<file path="src/rtl/ahb_ram_arbiter.sv">
// Two-master round-robin arbiter in front of a single-port AHB RAM.
// M0 is the JTAG debug master, M1 the system master. One transfer is in
// flight at a time: IDLE -> ADDR (one cycle) -> DATA (until HREADY or timeout).
// Every output is driven straight from a flop.
module ahb_ram_arbiter #(
   parameter int TIMEOUT = 16
) (
   input  logic        HCLK,
   input  logic        HRESETn,
   input  logic        m0_req,
   input  logic        m0_write,
   input  logic [31:0] m0_addr,
   input  logic [31:0] m0_wdata,
   output logic        m0_gnt,
   output logic        m0_done,
   output logic        m0_err,
   output logic [31:0] m0_rdata,
   input  logic        m1_req,
   input  logic        m1_write,
   input  logic [31:0] m1_addr,
   input  logic [31:0] m1_wdata,
   output logic        m1_gnt,
   output logic        m1_done,
   output logic        m1_err,
   output logic [31:0] m1_rdata,
   output logic [1:0]  HTRANS,
   output logic [31:0] HADDR,
   output logic        HWRITE,
   output logic [31:0] HWDATA,
   input  logic        HREADY,
   input  logic [31:0] HRDATA
);

   localparam int WAIT_W = $clog2(TIMEOUT + 1);

   typedef enum logic [1:0] {
      ST_IDLE = 2'd0,
      ST_ADDR = 2'd1,
      ST_DATA = 2'd2
   } state_t;

   state_t            state_r, state_s;
   logic              last_r, last_s;        // last granted master, 1'b1 = M1
   logic              write_r, write_s;
   logic [31:0]       addr_r, addr_s;
   logic [31:0]       wdata_r, wdata_s;
   logic [WAIT_W-1:0] wait_r, wait_s, wait_inc_s;
   logic [1:0]        htrans_r, htrans_s;
   logic [31:0]       hwdata_r, hwdata_s;
   logic [1:0]        gnt_r, gnt_s;
   logic [1:0]        done_r, done_s;
   logic [1:0]        err_r, err_s;
   logic [31:0]       rdata0_r, rdata0_s;
   logic [31:0]       rdata1_r, rdata1_s;
   logic [1:0]        elig_s;
   logic [1:0]        owner_s;
   logic              pick_s;

   // Next-state, arbitration and next-output decode for the transfer FSM.
   always_comb begin
      state_s    = state_r;
      last_s     = last_r;
      write_s    = write_r;
      addr_s     = addr_r;
      wdata_s    = wdata_r;
      wait_s     = wait_r;
      htrans_s   = 2'b00;
      hwdata_s   = 32'h0000_0000;
      gnt_s      = 2'b00;
      done_s     = 2'b00;
      err_s      = 2'b00;
      rdata0_s   = rdata0_r;
      rdata1_s   = rdata1_r;
      wait_inc_s = wait_r + WAIT_W'(1);
      owner_s    = last_r ? 2'b10 : 2'b01;

      // a master being told "done" this cycle sits out this edge
      elig_s = {m1_req & ~done_r[1], m0_req & ~done_r[0]};
      if (elig_s == 2'b11) begin
         pick_s = ~last_r;
      end else if (elig_s[1]) begin
         pick_s = 1'b1;
      end else begin
         pick_s = 1'b0;
      end

      case (state_r)
         ST_IDLE: begin
            if (elig_s != 2'b00) begin
               state_s  = ST_ADDR;
               last_s   = pick_s;
               write_s  = pick_s ? m1_write : m0_write;
               addr_s   = pick_s ? m1_addr  : m0_addr;
               wdata_s  = pick_s ? m1_wdata : m0_wdata;
               wait_s   = {WAIT_W{1'b0}};
               htrans_s = 2'b10;
               gnt_s    = pick_s ? 2'b10 : 2'b01;
            end else begin
               state_s = ST_IDLE;
            end
         end
         ST_ADDR: begin
            state_s  = ST_DATA;
            hwdata_s = write_r ? wdata_r : 32'h0000_0000;
            gnt_s    = owner_s;
         end
         ST_DATA: begin
            if (HREADY) begin
               state_s = ST_IDLE;
               done_s  = owner_s;
               if (write_r) begin
                  rdata0_s = rdata0_r;
               end else if (last_r) begin
                  rdata1_s = HRDATA;
               end else begin
                  rdata0_s = HRDATA;
               end
            end else if (wait_inc_s == WAIT_W'(TIMEOUT)) begin
               // slave stalled too long: abort and report the error
               state_s = ST_IDLE;
               done_s  = owner_s;
               err_s   = owner_s;
            end else begin
               wait_s   = wait_inc_s;
               hwdata_s = write_r ? wdata_r : 32'h0000_0000;
               gnt_s    = owner_s;
            end
         end
         default: begin
            state_s = ST_IDLE;
         end
      endcase
   end

   // FSM state register.
   always_ff @(posedge HCLK or negedge HRESETn) begin
      if (!HRESETn) begin
         state_r <= ST_IDLE;
      end else begin
         state_r <= state_s;
      end
   end

   // Latched transfer operands, wait counter and registered outputs.
   always_ff @(posedge HCLK or negedge HRESETn) begin
      if (!HRESETn) begin
         last_r   <= 1'b1;
         write_r  <= 1'b0;
         addr_r   <= 32'h0000_0000;
         wdata_r  <= 32'h0000_0000;
         wait_r   <= {WAIT_W{1'b0}};
         htrans_r <= 2'b00;
         hwdata_r <= 32'h0000_0000;
         gnt_r    <= 2'b00;
         done_r   <= 2'b00;
         err_r    <= 2'b00;
         rdata0_r <= 32'h0000_0000;
         rdata1_r <= 32'h0000_0000;
      end else begin
         last_r   <= last_s;
         write_r  <= write_s;
         addr_r   <= addr_s;
         wdata_r  <= wdata_s;
         wait_r   <= wait_s;
         htrans_r <= htrans_s;
         hwdata_r <= hwdata_s;
         gnt_r    <= gnt_s;
         done_r   <= done_s;
         err_r    <= err_s;
         rdata0_r <= rdata0_s;
         rdata1_r <= rdata1_s;
      end
   end

   assign HTRANS   = htrans_r;
   assign HADDR    = addr_r;
   assign HWRITE   = write_r;
   assign HWDATA   = hwdata_r;
   assign m0_gnt   = gnt_r[0];
   assign m1_gnt   = gnt_r[1];
   assign m0_done  = done_r[0];
   assign m1_done  = done_r[1];
   assign m0_err   = err_r[0];
   assign m1_err   = err_r[1];
   assign m0_rdata = rdata0_r;
   assign m1_rdata = rdata1_r;

endmodule
</file>
<file path="config.mk">
export PLATFORM = sky130hd
export DESIGN_NAME = ahb_ram_arbiter
export DESIGN_NICKNAME = d
export VERILOG_FILES = /design/src/rtl/ahb_ram_arbiter.sv
export SDC_FILE = /design/constraint.sdc
export NUM_CORES = 1
export LEC_CHECK = 0
export CORE_UTILIZATION = 46
export CTS_CLUSTER_DIAMETER = 50
export DETAILED_ROUTE_END_ITERATION = 10
export PLACE_DENSITY = 0.9
export SLEW_MARGIN = 20
export SYNTH_ARGS = -nofsm -noshare
export SYNTH_HDL_FRONTEND = slang
export SYNTH_SLANG_ARGS = --single-unit
</file>
<file path="constraint.sdc">
create_clock -name HCLK -period 4.21 [get_ports HCLK]
set_input_delay 1.263 -clock HCLK [delete_from_list [all_inputs] [get_ports HCLK]]
set_output_delay 1.263 -clock HCLK [all_outputs]
set_load 0.05 [all_outputs]
</file>
==> metrics.cfg <==
[pwr]
ir_drop_mv = 0.510
sw_frac_of_total = 0.454
combPwrFrac = 0.526
internal_power_mw = 4.93
finalPower_mw = 9.02
leakagePower_nw = 4.96
power_density_mw_per_mm2 = 835
power_frac_clock = 0.162
p_seq_frac = 0.311
p_sw_mw = 4.09

[setup_path]
worstPathCellList = clkdlybuf4s50_1, nand2_1, or3_2, mux2_4
critPathMaxStageDelay_ns = 0.88
rr_startpoint = state_r[0]
cp_top_family = simple AND/OR/NAND/NOR gates
path_max_fanout = 32
rr_worst_depth = 5
arrival_ns = 3.39
worstSetupStartpoint = HREADY
path_class = primary input to flop
cp-end-kind = flop
worst_ep_required_time_ns = 4.52
cp_slowest_cell = or3_2
cp_num_cells = 4
start_kind = primary input
crit_buf_inv = 1

[logic_synthesis]
yosysUniqueCellTypes = 46
synth-edff-count = 0
synth.cell_area_mm2 = 0.00708
synth.avg_cell_area_um2 = 13.1
ys_seq_area_frac = 0.622
synth_flop_cell = dfrtp_1
synth_fp_nets = 714
yosys_warnings = 0
yosys_register_bits = 176
async_flop_share = 1.00
postSynthCellCount = 542

[timing]
fin_skew_ns = 0.0101
min_period_ns = 3.08
hold_violations = 0
max_freq_mhz = 325
fin_crit_sh = 0.732
rsz0062_at_grt = no
worst_pin_slew_ns = 1.06
slew_viol_final = 0
slew_headroom = 0.292
setup_viol = 0
fin_setup_tns_ns = 0

[placed_design]
gp_routability_congestion = 0.812
dp_hpwl_um = 14400
dp.cells = 996
dpl-instance-area_mm2 = 0.0103
portBuffers = 302

[clock_tree]
hold_buffers = 0
path_clk_slew_ns = 0.07
cts_tree = done
cts_buffer_depth = 2
clock-sinks = 176
root_buffer = clkbuf_16
cts_resized = 0
cts_buffers = 17
clock_latency_ns = 0.43
cts_setup_buffers = 0
htreeDepth = 4

[global_route]
grt_pass1_wl_um = 32600
grt_max_degree = 72
grt_pass1_vias = 5965
grt-ovfl-total = 0
grt.total_usage = 0.269
antenna_found_initial = 0

[final_layout]
final_nets = 1003
final_cell_mix = clkdlybuf4s50_1 (301), dfrtp_1 (175), inv_1 (73), a222oi_1 (65), nand2_1 (35)
synthToLayoutAreaGrowth_pct = 52.6
drive_above_1_share = 0.134
final_common_cell = clkdlybuf4s50_1
layout.cells.non_filler = 1028
fin_area_mm2 = 0.0108
diodes = 0

[routing]
wl_um = 20600
vias_per_cell = 5.52
routed.top_layer = met4
drt_pass1_iterations = 7
route.detailed.drc = 0
met1_length_um = 7650
met2WireLength_um = 10400
vias = 5671
avgRoutedWirePerCell_um = 20.0
met3WireLength_um = 1900
drtIter0Drc = 814
antenna_left = 0

[min_path]
hold_start = m0_rdata[6]
hold_depth = 1
hold_class = flop to flop

[flow_run]
cap_viol_max_count = 0

[die]
core.rowCount = 44
fp.dieH_um = 126
die-area_mm2 = 0.0159
fp.dieW_um = 126
core_mm2 = 0.0148
start_util = 0.480
pin_count = 304

[run_status]
status = finished, final reports clean

final cells by class:
class	count	area [µm²]
Sequential cell	176	4410
Fill cell	980	3950
Timing Repair Buffer	310	3110
Multi-Input combinational cell	251	2230
Clock buffer	18	439
Inverter	75	282
Tap cell	184	230
Clock inverter	14	106
kinds of logic after synthesis:
| kind of cell | synth area share |
|---|---|
| flip-flops | 0.622 |
| AO/OA/AOI/OAI | 0.135 |
| buffers and inverters | 0.0689 |
| multiplexers | 0.122 |
| AND/OR/NAND/NOR | 0.0403 |
| adder cells (fa/ha/maj) | 0.00884 |
| XOR/XNOR | 0.00247 |
| other | 0.000530 |
worst register-to-register path: cells and delay by family, from the launching register on:
kind / cells / cell delay [ns]
buffers and inverters: 1 / 0.12
AND/OR/NAND/NOR: 2 / 1.04
adder cells (fa/ha/maj): 1 / 0.30
multiplexers: 1 / 0.50
flip-flops: 1 / 0.40
state kept, by name, indices dropped and copies added, names as in the netlist, 2 cells and up:
signal    flops
wait_r        5
m1_rdata     32
err_r         2
done_r        2
gnt_r         2
HADDR        32
wdata_r      32
m0_rdata     32
HWDATA       32
state_r       2
power groups by stage:
stage	Clock, mW	Sequential, mW	Combinational [mW]
2_1_floorplan	0	4.53	1.37
3_3_place_gp	0	2.79	4.65
3_5_place_dp	0	2.82	4.76
4_1_cts	1.49	2.81	4.78
5_1_grt	1.57	2.88	5.00
6_report	1.46	2.81	4.75
per-stage QoR:
stage / util / setup slack, ns / hold slack (ns)
floorplan: - / 1.85 / 0.475
global placement: 0.695 / 0.785 / 0.468
detailed placement: 0.695 / 0.731 / 0.475
CTS: 0.732 / 1.16 / 0.491
global route: 0.732 / 1.07 / 0.513
finish: 0.732 / 1.13 / 0.486
synth_stat cells, types with 2 or more instances:
cell / instances / area, µm²
mux2i_1: 3 / 30.0
nand3_1: 4 / 20.0
clkbuf_1: 14 / 52.6
nor2_1: 6 / 22.5
buf_6: 3 / 33.8
nor2b_1: 3 / 18.8
o22ai_1: 3 / 18.8
buf_2: 18 / 90.1
mux2_2: 33 / 372
a21oi_1: 33 / 165
buf_1: 2 / 7.51
ha_1: 5 / 62.6
inv_1: 74 / 278
xnor2_1: 2 / 17.5
mux2_4: 30 / 450
nand2_1: 35 / 131
and2_1: 2 / 12.5
buf_4: 3 / 22.5
and3_1: 2 / 12.5
nand2b_1: 2 / 12.5
a222oi_1: 65 / 651
o211a_1: 2 / 20.0
dfrtp_1: 175 / 4380
worst paths after layout:
kind	end	slack, ns
max	m1_rdata[27]	1.13
min	m0_rdata[6]	0.49
max reg2reg	m1_rdata[27]	1.74
min reg2reg	m0_rdata[6]	0.49
max in group asynchronous	m0_rdata[25]	2.35
min in group asynchronous	m1_rdata[24]	0.80
per-layer routing:
layer	track usage	vias up
met5	0	-
met4	0.0978	0
met3	0.101	35
met2	0.463	279
met1	0.307	2818
li1	-	2539
Note: power is estimated with default switching activity, not from simulation.
